[src/rtl/regfile_arb_pkg.sv]
// Shared types and constants for the register-file write-back arbiter.
package regfile_arb_pkg;

  // Architectural register index width (x0..x31)
  localparam int unsigned REG_ADDR_W = 5;

  // Widest register the shared structs carry; DATA_WIDTH of the arbiter must not exceed it
  localparam int unsigned WB_DATA_W_MAX = 64;

  // One write-back request as presented by a functional unit
  typedef struct packed {
    logic [REG_ADDR_W-1:0]    waddr;
    logic [WB_DATA_W_MAX-1:0] wdata;
  } wb_req_t;

  // One register-file write port as driven by the arbiter
  typedef struct packed {
    logic [REG_ADDR_W-1:0]    waddr;
    logic [WB_DATA_W_MAX-1:0] wdata;
    logic                     we;
  } wb_port_t;

endpackage

[src/rtl/wb_rr_select.sv]
// Combinational rotate-scan selector: walks the requesters starting at rr_i,
// accepts x0 writes for free and hands out up to NR_WPORTS nonzero grants,
// skipping any request whose destination collides with an earlier grant.
module wb_rr_select
  import regfile_arb_pkg::*;
#(
  parameter int unsigned NR_REQ    = 4,
  parameter int unsigned NR_WPORTS = 2,
  parameter int unsigned IDX_W     = $clog2(NR_REQ),
  parameter int unsigned CNT_W     = $clog2(NR_WPORTS + 1)
) (
  input  logic [NR_REQ-1:0]                  valid_i,
  input  logic [NR_REQ-1:0][REG_ADDR_W-1:0]  waddr_i,
  input  logic [IDX_W-1:0]                   rr_i,
  output logic [NR_REQ-1:0]                  accept_o,
  output logic [NR_WPORTS-1:0][IDX_W-1:0]    port_idx_o,
  output logic [CNT_W-1:0]                   grant_cnt_o
);

  localparam logic [IDX_W:0]   NR_REQ_W    = (IDX_W + 1)'(NR_REQ);
  localparam logic [CNT_W-1:0] NR_WPORTS_W = CNT_W'(NR_WPORTS);

  logic [NR_REQ-1:0]               acc;
  logic [NR_WPORTS-1:0][IDX_W-1:0] idx_tab;
  logic [CNT_W-1:0]                cnt;
  logic [IDX_W:0]                  sum;
  logic [IDX_W-1:0]                idx;
  logic                            conflict;

  // Scan requesters in rotated order, filling ports in grant order
  always_comb begin
    acc      = '0;
    idx_tab  = '0;
    cnt      = '0;
    sum      = '0;
    idx      = '0;
    conflict = 1'b0;
    for (int k = 0; k < NR_REQ; k++) begin
      sum = {1'b0, rr_i} + (IDX_W + 1)'(k);
      idx = (sum >= NR_REQ_W) ? IDX_W'(sum - NR_REQ_W) : IDX_W'(sum);
      if (valid_i[idx]) begin
        if (waddr_i[idx] == '0) begin
          // x0 writes are discarded by the register file, so they cost no port
          acc[idx] = 1'b1;
        end else if (cnt < NR_WPORTS_W) begin
          conflict = 1'b0;
          for (int p = 0; p < NR_WPORTS; p++) begin
            if ((CNT_W'(p) < cnt) && (waddr_i[idx_tab[p]] == waddr_i[idx])) begin
              conflict = 1'b1;
            end
          end
          if (!conflict) begin
            acc[idx] = 1'b1;
            for (int p = 0; p < NR_WPORTS; p++) begin
              if (CNT_W'(p) == cnt) begin
                idx_tab[p] = idx;
              end
            end
            cnt = cnt + CNT_W'(1);
          end
        end
      end
    end
  end

  assign accept_o    = acc;
  assign port_idx_o  = idx_tab;
  assign grant_cnt_o = cnt;

endmodule

[src/rtl/regfile_wb_arbiter.sv]
// Write-back arbiter: shares NR_WPORTS register-file write ports among NR_REQ
// requesters in round-robin order and registers the winners onto the ports.
module regfile_wb_arbiter
  import regfile_arb_pkg::*;
#(
  parameter int unsigned NR_REQ      = 4,
  parameter int unsigned NR_WPORTS   = 2,
  parameter int unsigned DATA_WIDTH  = 64,
  parameter int unsigned STALL_CNT_W = 16
) (
  input  logic                                  clk_i,
  input  logic                                  rst_ni,
  input  logic                                  flush_i,
  input  logic [NR_REQ-1:0]                     req_valid_i,
  output logic [NR_REQ-1:0]                     req_ready_o,
  input  logic [NR_REQ-1:0][REG_ADDR_W-1:0]     req_waddr_i,
  input  logic [NR_REQ-1:0][DATA_WIDTH-1:0]     req_wdata_i,
  output logic [NR_WPORTS-1:0][REG_ADDR_W-1:0]  waddr_o,
  output logic [NR_WPORTS-1:0][DATA_WIDTH-1:0]  wdata_o,
  output logic [NR_WPORTS-1:0]                  we_o,
  output logic [STALL_CNT_W-1:0]                stall_cnt_o
);

  localparam int unsigned    IDX_W    = $clog2(NR_REQ);
  localparam int unsigned    CNT_W    = $clog2(NR_WPORTS + 1);
  localparam logic [IDX_W-1:0] LAST_IDX = IDX_W'(NR_REQ - 1);

  wb_req_t                         req [NR_REQ];
  wb_port_t                        port_reg [NR_WPORTS];
  logic [IDX_W-1:0]                rr_reg, rr_next;
  logic [STALL_CNT_W-1:0]          stall_reg, stall_next;
  logic [NR_REQ-1:0]               accept;
  logic [NR_WPORTS-1:0][IDX_W-1:0] port_idx;
  logic [CNT_W-1:0]                grant_cnt;
  logic [IDX_W-1:0]                last_idx;

  genvar gi;

  // Pack each requester's address/data into the shared request struct
  generate
    for (gi = 0; gi < NR_REQ; gi++) begin : g_req
      assign req[gi].waddr = req_waddr_i[gi];
      assign req[gi].wdata = WB_DATA_W_MAX'(req_wdata_i[gi]);
    end
  endgenerate

  wb_rr_select #(
    .NR_REQ    (NR_REQ),
    .NR_WPORTS (NR_WPORTS),
    .IDX_W     (IDX_W),
    .CNT_W     (CNT_W)
  ) u_select (
    .valid_i     (req_valid_i),
    .waddr_i     (req_waddr_i),
    .rr_i        (rr_reg),
    .accept_o    (accept),
    .port_idx_o  (port_idx),
    .grant_cnt_o (grant_cnt)
  );

  // Ready is the raw accept mask, silenced during flush and while reset is held
  assign req_ready_o = (rst_ni && !flush_i) ? accept : '0;

  // Next scan start is one past the last nonzero grant; flush or no grant holds it
  always_comb begin
    last_idx = '0;
    for (int p = 0; p < NR_WPORTS; p++) begin
      if (CNT_W'(p + 1) == grant_cnt) begin
        last_idx = port_idx[p];
      end
    end
    rr_next = rr_reg;
    if (!flush_i && (grant_cnt != '0)) begin
      rr_next = (last_idx == LAST_IDX) ? '0 : last_idx + IDX_W'(1);
    end
  end

  // Count cycles where some valid request is left waiting, saturating at all-ones
  always_comb begin
    stall_next = stall_reg;
    if (!flush_i && (|(req_valid_i & ~accept)) && !(&stall_reg)) begin
      stall_next = stall_reg + STALL_CNT_W'(1);
    end
  end

  // Round-robin pointer and stall counter state
  always_ff @(posedge clk_i or negedge rst_ni) begin
    if (!rst_ni) begin
      rr_reg    <= '0;
      stall_reg <= '0;
    end else begin
      rr_reg    <= rr_next;
      stall_reg <= stall_next;
    end
  end

  assign stall_cnt_o = stall_reg;

  // One registered write port per grant slot; idle ports keep address/data
  generate
    for (gi = 0; gi < NR_WPORTS; gi++) begin : g_port
      // Load the gi-th grant onto port gi, otherwise just drop its write enable
      always_ff @(posedge clk_i or negedge rst_ni) begin
        if (!rst_ni) begin
          port_reg[gi] <= '0;
        end else if (!flush_i && (CNT_W'(gi) < grant_cnt)) begin
          port_reg[gi].waddr <= req[port_idx[gi]].waddr;
          port_reg[gi].wdata <= req[port_idx[gi]].wdata;
          port_reg[gi].we    <= 1'b1;
        end else begin
          port_reg[gi].we    <= 1'b0;
        end
      end

      assign waddr_o[gi] = port_reg[gi].waddr;
      assign wdata_o[gi] = port_reg[gi].wdata[DATA_WIDTH-1:0];
      assign we_o[gi]    = port_reg[gi].we;
    end
  endgenerate

endmodule

[config.mk]
export PLATFORM = sky130hd
export DESIGN_NAME = regfile_wb_arbiter
export DESIGN_NICKNAME = d
export VERILOG_FILES = /design/src/rtl/regfile_arb_pkg.sv /design/src/rtl/wb_rr_select.sv /design/src/rtl/regfile_wb_arbiter.sv
export SDC_FILE = /design/constraint.sdc
export NUM_CORES = 1
export LEC_CHECK = 0
export CORE_AREA = 5 5 170 172
export CTS_CLUSTER_DIAMETER = 30
export DETAILED_ROUTE_END_ITERATION = 8
export DIE_AREA = 0 0 175 177
export PLACE_DENSITY = 0.93
export RECOVER_POWER = 50
export SYNTH_ARGS = -nofsm -noshare
export SYNTH_HDL_FRONTEND = slang
export SYNTH_SLANG_ARGS = --single-unit
[constraint.sdc]
create_clock -name clk_i -period 15.8 [get_ports clk_i]
set_input_delay 3.16 -clock clk_i [delete_from_list [all_inputs] [get_ports clk_i]]
set_output_delay 3.16 -clock clk_i [all_outputs]
set_load 0.005 [all_outputs]
Yosys cells after proc, flatten, opt, wreduce, memory -nomap -nowiden

Index checks and enable logic that the tools add are counted.

Flip-flop bits (word level): 158
Output and inout bits: 160
Logic and storage cells: 209

Add/sub/neg operators: 12
$lt $le $gt $ge: 30
Eq/ne operators: 12
Mux-type cells: 112
Bitwise operators: 7
Reduce and logical (&&, ||, !) cells: 28

Operators with widths:

| operator                | count |
|---|---|
| $bmux W69 S2            | 2 |
| $mux W69                | 4 |
| $mux W4                 | 26 |
| $bmux W5 S2             | 9 |
| $mux W2                 | 28 |
| $mux W5                 | 9 |
| $eq A5 B5 Y1            | 6 |
| $lt A2 B3 Y1 const B    | 9 |
| $mux W1                 | 26 |
| $logic_not A5 Y1        | 4 |
| $add A16 B1 Y16 const B | 1 |
| $logic_and A1 B1 Y1     | 16 |
| $lt A1 B2 Y1 const A    | 8 |
| $reduce_and A16 Y1      | 1 |
| $ge A3 B3 Y1 const B    | 5 |
| $or A4 B4 Y4            | 3 |
| $add A2 B1 Y2 const B   | 4 |
| $bmux W1 S2             | 4 |
| $demux W1 S2            | 4 |
| $eq A1 B2 Y1 const A    | 4 |
| $ge A2 B1 Y1 const B    | 4 |
| $sub A2 B1 Y2 const B   | 4 |
| $add A2 B2 Y3 const B   | 2 |
| $logic_not A2 Y1        | 3 |
| 11 further kinds        | 15 |

Longest topological paths before layout

Gate-level depths: netlist (run 1).

Depth in word-level cells: 51
Gate-level depth with buffers: 36
Gate-level depth less buffers: 28

By module

A second synthesis (run 1) with hierarchy kept.

Cell total of the unflattened synthesis: 860
Area total of the unflattened synthesis: 11827.6 sq um

By module, submodules not included:

| module             | times used | cells an instance | area an instance (sq um) |
|---|---|---|---|
| regfile_wb_arbiter | 1          | 562               | 9485.3 |
| wb_rr_select       | 1          | 298               | 2342.2 |

Worst setup path before layout (run 1)

OpenSTA, ideal clock, no wires.

Path type: in2out
Start point: in req_waddr_i[18] (netlist name)
End point: out req_ready_o[0]
Data arrival time: 8.332 ns
Required time: 12.640 ns
Setup slack: 4.308 ns
Stages on the path: 28
Cell sequence: buf_2 or4b_4 or3_4 nand2_2 a221oi_1 or3_1 and4_1 buf_6 nor2_1 clkinv_1 nand2_1 ha_1 inv_1 and4_1 o2111a_1 and2_1 nor2_1 mux2i_1 inv_1 ha_1 nand2b_1 or2_2 a22oi_1 a211oi_1 a21oi_1 a21boi_0 a221oi_1 nor2_1

Cells in the longest elaborated chain, start to end: 45
Elaborated cells on any way between the ends: 103

Ends and longest elaborated chain:

| what                          | line                     | RTL |
|---|---|---|
| start, declared               | regfile_wb_arbiter.sv:16 | `input logic [NR_REQ-1:0][REG_ADDR_W-1:0] req_waddr_i,` |
| $bmux W5 S2                   | wb_rr_select.sv:42       | `if (waddr_i[idx] == '0) begin` |
| $mux W5                       | n/a                      |  |
| $logic_not A5 Y1              | wb_rr_select.sv:42       |  |
| $mux W2                       | wb_rr_select.sv:42       |  |
| $mux W2                       | wb_rr_select.sv:41       | `if (valid_i[idx]) begin` |
| $bmux W5 S2                   | wb_rr_select.sv:48       | `if ((CNT_W'(p) < cnt) && (waddr_i[idx_tab[p]] == waddr_i[idx])) begin` |
| $mux W5 (implied by the code) | wb_rr_select.sv:48       |  |
| $eq A5 B5 Y1                  | wb_rr_select.sv:48       |  |
| [29 not listed]               | n/a                      |  |
| $mux W1                       | wb_rr_select.sv:45       | `end else if (cnt < NR_WPORTS_W) begin` |
| $mux W1                       | wb_rr_select.sv:42       |  |
| $mux W1                       | wb_rr_select.sv:41       |  |
| $mux W4                       | wb_rr_select.sv:52       | `if (!conflict) begin` |
| $mux W4                       | wb_rr_select.sv:45       |  |
| $mux W4                       | wb_rr_select.sv:42       |  |
| $mux W4 *                     | wb_rr_select.sv:41       |  |
| $mux W4 *                     | regfile_wb_arbiter.sv:62 | `assign req_ready_o = (rst_ni && !flush_i) ? accept : '0;` |
| end, declared                 | regfile_wb_arbiter.sv:15 | `output logic [NR_REQ-1:0] req_ready_o,` |

Mark *: on every way between the ends. The rest lies on a longest branch, timed or not. The select of a mux whose other input is x is not followed.

Worst setup path in the final report (run 1)

Start point: in req_valid_i[3]
End point: out req_ready_o[0]

Cells in the longest elaborated chain, start to end: 43
Elaborated cells on any way between the ends: 98

Ends and longest elaborated chain:

| what                          | line                     | RTL |
|---|---|---|
| start, declared               | regfile_wb_arbiter.sv:14 | `input logic [NR_REQ-1:0] req_valid_i,` |
| $bmux W1 S2                   | wb_rr_select.sv:41       |  |
| $mux W1 (implied by the code) | wb_rr_select.sv:41       |  |
| $mux W2                       | wb_rr_select.sv:41       |  |
| $bmux W5 S2                   | wb_rr_select.sv:48       |  |
| $mux W5 (implied by the code) | wb_rr_select.sv:48       |  |
| $eq A5 B5 Y1                  | wb_rr_select.sv:48       |  |
| $logic_and A1 B1 Y1           | wb_rr_select.sv:48       |  |
| $mux W1 (2 in series)         | wb_rr_select.sv:48       |  |
| [26 not listed]               | n/a                      |  |
| $mux W1                       | wb_rr_select.sv:45       |  |
| $mux W1                       | wb_rr_select.sv:42       |  |
| $mux W1                       | wb_rr_select.sv:41       |  |
| $mux W4                       | wb_rr_select.sv:52       |  |
| $mux W4                       | wb_rr_select.sv:45       |  |
| $mux W4                       | wb_rr_select.sv:42       |  |
| $mux W4 *                     | wb_rr_select.sv:41       |  |
| $mux W4 *                     | regfile_wb_arbiter.sv:62 |  |

Marked as above.

==> out/metrics.csv, run 1 <==
metric;value;unit
place.gp.congestion;0.934;
drt-total-wl;51.3;mm
boundaryPins;443;
nNetsFinal;2018;
postRouteAntennaNets;0;
syn_nets;1661;
synth-main-ff-cell;dfrtp_1;
area_growth;40.6;%
multi_input_area;7990;µm²
grt_max_degree;91;
final_area;17600;µm²
track_usage;32.0;%
dpl_cell_area;17000;µm²
cts-resized-gates;0;
wire_per_inst;24.6;µm
first_pass_iters;6;
antenna_found_initial;3;
reg2reg_to;wdata_o[86]$_DFFE_PN0P_;
r2r_setup_slack;5.82;ns
yosys_warnings;0;
switching_share;50.8;%
netlist_instances;1368;
vias;13663;
drc;0;
power.leakage;7.60;nW
p_comb_share;76.9;%
start_util;45.9;%
syn_avg_cell_area;9.16;µm²
status;finished, violations left;
setup_viol;0;
irDropWorstVdd;0.345;mV
skew;0.0166;ns
overflow;0;
seq_area;3950;µm²
grtUsageMet2;53.0;%
r2r-start;rr_reg[0]$_DFFE_PN0P_;
cp-end-kind;output pin;
ys_seq_area_share;31.5;%
drive_above_1_share;8.80;%
vias_per_cell;6.54;
die_y;177;µm
crit_start;req_valid_i[3];
finalCritPeriodShare;88.0;%
report.final.slew_viol_count;142;
clk_latency;0.44;ns
slew_headroom;-173;%
met1_usage;38.6;%
die_w;175;µm
internal-power;2.51;mW
reg2reg_depth;31;
p_clk_share;8.5;%
maxCapViolations;2;
grt-busiest-layer;met2;
path_max_fanout;10;
yosys_register_bits;158;
cts_buffers;17;
numPlacedInstances;2052;
largest_reg_flops;128;
whs_path_depth;2;
p_per_area;289;nW/µm²
rsz0062_at_grt;no;
min-delay-start;wdata_o[123]$_DFFE_PN0P_;
netSwitchingPower;2.59;mW
grt_pass1_vias;13543;
stdcell_count;2088;
coreArea;27300;µm²
synth.distinct_cells;87;
worstPathRequired;12.64;ns
hold_buffers;0;
tns;0;ns
hold_viol_final;0;
htree_levels;4;
syn_area;12500;µm²
dpl.hpwl;37.5;mm
cts_tree;done;
grt_util_met3;6.84;%
root_buffer;clkbuf_16;
crit_type;in2out;
max_freq;72.0;MHz
tightest_slew;4.10;ns
crit_path_start_kind;input pin;
core.rowCount;61;
synth_edf_count;0;
cts_buffer_depth;2;
violations;capacitance limit, slew limit;
cts_sinks;158;
mostFrequentLayoutCells;clkdlybuf4s50_1, nand2_1, mux2i_1, dfrtp_1, dlygate4sd3_1;
grt_pass1_wl;78.6;mm
cts_setup_buffers;0;
clkTransAtPathRegs;0.06;ns
period_minus_slack;13.90;ns
async_flop_share;100;%
final_common_cell;clkdlybuf4s50_1;
hold-path-endpoint;wdata_o[123]$_DFFE_PN0P_;
hold_path.class;reg2reg;
power;5.10;mW
first_iter_violations;1333;
arrival;10.74;ns
seqPwrFrac;14.6;%
fillers;2088;
portBuffers;442;
die_area;31000;µm²
worst max-delay path by stage:
| stage | to | cells after the start |
|---|---|---|
| after floorplan | req_ready_o[0] | 28 |
| after global placement | req_ready_o[3] | 23 |
| after detailed placement | req_ready_o[1] | 28 |
| after CTS | req_ready_o[1] | 28 |
| after global routing | req_ready_o[3] | 28 |
| final | req_ready_o[0] | 28 |
cells in the mapped netlist, types with 11 or more instances:
| master | number | area (µm²) |
|---|---|---|
| mux4_2 | 17 | 383 |
| xnor2_1 | 15 | 131 |
| a21oi_1 | 13 | 65.1 |
| mux2i_1 | 161 | 1610 |
| clkbuf_1 | 75 | 282 |
| o21ai_0 | 12 | 60.1 |
| nor2_1 | 27 | 101 |
| a31oi_1 | 72 | 450 |
| and3_1 | 22 | 138 |
| o221ai_1 | 61 | 534 |
| buf_1 | 11 | 41.3 |
| dfrtp_1 | 158 | 3950 |
| a211oi_1 | 73 | 548 |
| nand2_1 | 238 | 893 |
| mux2_1 | 26 | 293 |
| nand3_1 | 21 | 105 |
| inv_1 | 23 | 86.3 |
| buf_2 | 18 | 90.1 |
| and2_1 | 74 | 463 |
| mux2_2 | 49 | 552 |
| buf_4 | 11 | 82.6 |
kinds of logic after synthesis:
kind of cell | count (synthesis) | share of synthesized area (%)
flops | 158 | 31.5
mux | 253 | 22.6
compound gates | 334 | 20.8
simple gates | 451 | 17.7
buf+inv | 146 | 5.19
xor+xnor | 16 | 1.12
fa+ha+maj | 10 | 0.998
critical path: stages:
cell and delay [ns]:
clkdlybuf4s50_1 0.60, mux2i_1 0.24, mux2i_1 0.55, nand4_2 0.42, a2111oi_0 0.57, o21ai_0 0.19
and4_1 0.30, nor2_1 0.19, clkinv_1 0.27, nand2_1 0.22, ha_1 0.21, inv_1 0.06
and4_1 0.14, o2111a_1 0.24, and2_1 0.17, nor2_1 0.22, mux2i_1 0.39, inv_1 0.17
ha_1 0.24, nand2b_1 0.16, or2_2 0.27, a22oi_1 0.16, a211oi_1 0.09, a21oi_1 0.24
a21boi_0 0.31, a221oi_1 0.38, nor2_1 0.08, clkdlybuf4s50_1 0.45
metrics by stage:
step / utilization [%] / setup slack, ns / hold WS [ns]
floorplan: - / 4.31 / 0.480
global placement: 62.3 / 2.52 / 0.469
detailed placement: 62.3 / 2.23 / 0.472
CTS: 64.5 / 2.16 / 0.492
global route: 64.5 / 1.35 / 0.511
finish: 64.5 / 1.90 / 0.481
per-layer routing:
| layer | wire [µm] | share of wire, % | vias up |
|---|---|---|---|
| met3 | 4550 | 8.9 | 228 |
| li1 | - | - | 5910 |
| met4 | 3620 | 7.0 | 0 |
| met1 | 18600 | 36 | 6623 |
| met2 | 24600 | 48 | 902 |
| met5 | 0 | 0 | - |
final cells by class:
type,count,area share (%)
inverter,25,0.533
timing repair buffer,459,25.8
sequential,158,22.4
antenna,4,0.0568
clock buffer,18,2.49
tap,346,2.46
multi-input combinational,1064,45.3
clock inverter,14,0.930
power groups by stage:
stage	Sequential, mW	Clock (mW)	Combinational (mW)
after global routing	0.767	0.451	4.22
final	0.744	0.432	3.92
after global placement	0.745	0	3.79
after detailed placement	0.753	0	3.91
after CTS	0.747	0.435	3.93
after floorplan	0.750	0	2.69
No activity file was read; power rests on OpenSTA's default activity.
==> inputs of run 2 (changes only) <==
Settings changed: CORE_AREA 5 5 170 172 to 2 2 171 173, DIE_AREA 0 0 175 177 to 0 0 173 175, PLACE_DENSITY 0.93 to 0.9, TNS_END_PERCENT from default to 1.
==> out/metrics.csv, run 2 (synthesized netlist as in run 1, its figures left out) <==
metric;value;unit
dpl.hpwl;36.0;mm
mostFrequentLayoutCells;clkdlybuf4s50_1, nand2_1, mux2i_1, dfrtp_1, dlygate4sd3_1;
coreArea;28400;µm²
dpl_cell_area;17100;µm²
status;finished, violations left;
maxUsedRoutingLayer;met4;
first_iter_violations;1213;
crit_path_frequent_cell;nor2_1;
cts_tree;done;
vias_per_cell;6.34;
irDropWorstVdd;0.261;mV
stdcell_count;2121;
power.leakage;7.60;nW
cp_slowest_cell;clkdlybuf4s50_1;
antenna_found_initial;2;
portBuffers;442;
path_max_fanout;10;
cts_buffers;17;
wl_met1;18.3;mm
fin_util;62.2;%
seq_area;3950;µm²
worstPathRequired;12.64;ns
cts-resized-gates;0;
place.gp.congestion;0.953;
cts_sinks;158;
worstPathBufferInverterCount;5;
cp-end-kind;output pin;
clk_latency;0.43;ns
core.rowCount;62;
critPathMaxStageDelay;0.78;ns
cts_buffer_depth;2;
die_area;30300;µm²
dr_wl_met3;4.73;mm
finalCritPeriodShare;85.5;%
crit_type;in2out;
power;5.13;mW
arrival;10.35;ns
track_usage;32.3;%
hold_buffers;0;
nNetsFinal;2016;
tightest_slew;3.77;ns
die_w;173;µm
overflow;0;
area_growth;40.8;%
cts_setup_buffers;0;
first_pass_iters;5;
grt_pass1_vias;13478;
violations;capacitance limit, slew limit;
final_common_cell;clkdlybuf4s50_1;
crit_path_start_kind;input pin;
htree_levels;4;
postRouteAntennaNets;0;
numPlacedInstances;2088;
met2_length;24.0;mm
fillers;2291;
setup_viol;0;
grt_pass1_wl;77.1;mm
drc;0;
slew_headroom;-151;%
boundaryPins;443;
report.final.slew_viol_count;164;
crit_family;compound AO/OA/AOI/OAI gates;
root_buffer;clkbuf_16;
maxCapViolations;3;
drive_above_1_share;8.65;%
die_y;175;µm
wire_per_inst;23.8;µm
vias;13449;
grt_max_degree;86;
final_area;17600;µm²
hold_viol_final;0;
p_per_area;290;nW/µm²
hold_path.class;reg2reg;
largest_reg_flops;128;
drt-total-wl;50.6;mm
start_util;44.2;%
max_freq;74.0;MHz
skew;0.0137;ns
period_minus_slack;13.51;ns
multi_input_area;7990;µm²
rsz0062_at_grt;no;
tns;0;ns
clkTransAtPathRegs;0.07;ns
run 2: cell types whose count changed in the layout (fill, tap and decap cells not counted):
cell	delta
diode_2	-2
buf_4	-3
buf_12	+1
clkinvlp_4	-1
inv_8	-2
inv_6	+3
clkinv_4	+1
clkinv_8	-3
bufinv_16	+1
run 2: worst paths after layout:
kind	startpoint	end	slack, ns	cells after the start
worst max register to register	rr_reg[0]$_DFFE_PN0P_	waddr_o[9]$_DFFE_PN0P_	5.57	29
max in group asynchronous	rst_ni	wdata_o[23]$_DFFE_PN0P_	7.70	2
min in group asynchronous	rst_ni	waddr_o[3]$_DFFE_PN0P_	3.51	1
worst min-delay path	wdata_o[50]$_DFFE_PN0P_	wdata_o[50]$_DFFE_PN0P_	0.48	1
worst min register to register	wdata_o[50]$_DFFE_PN0P_	wdata_o[50]$_DFFE_PN0P_	0.48	1
worst max-delay path	req_waddr_i[2]	req_ready_o[3]	2.29	28
run 2: final cells by class:
class,instances,share of cell area (%)
well taps,384,2.72
repair buffers,457,25.7
multi-input cells,1064,45.3
diodes,2,0.0284
flip-flops and latches,158,22.4
clock buffers,18,2.49
clock inverters,13,0.851
inverters,25,0.532
run 2: metal layers:
layer / track usage, % / up-vias
met5: 0 / -
met1: 37.3 / 6524
met3: 8.09 / 180
li1: - / 5892
met4: 20.7 / 0
met2: 53.6 / 853
run 2: report_power, final:
group / leakage [nW] / switching, mW / internal (mW) / total (mW)
clock: 0.291 / 0.201 / 0.229 / 0.430
sequential: 1.91 / 0.105 / 0.634 / 0.739
combinational: 5.39 / 2.30 / 1.66 / 3.96
run 2: stage by stage:
step,setup slack [ns],hold slack (ns)
finish,2.29,0.481
detailed placement,2.40,0.472
floorplan,4.31,0.480
global placement,2.56,0.469
global route,1.68,0.501
CTS,2.35,0.490
run 2: worst register-to-register path, delay by kind of cell (launching register included):
kind	cells	cell delay, ns
AOI/OAI and AO/OA	5	1.17
adders and majority gates	3	1.53
muxes	4	2.40
DFF	1	0.32
and+or+nand+nor	11	2.45
buffers and inverters	6	2.14
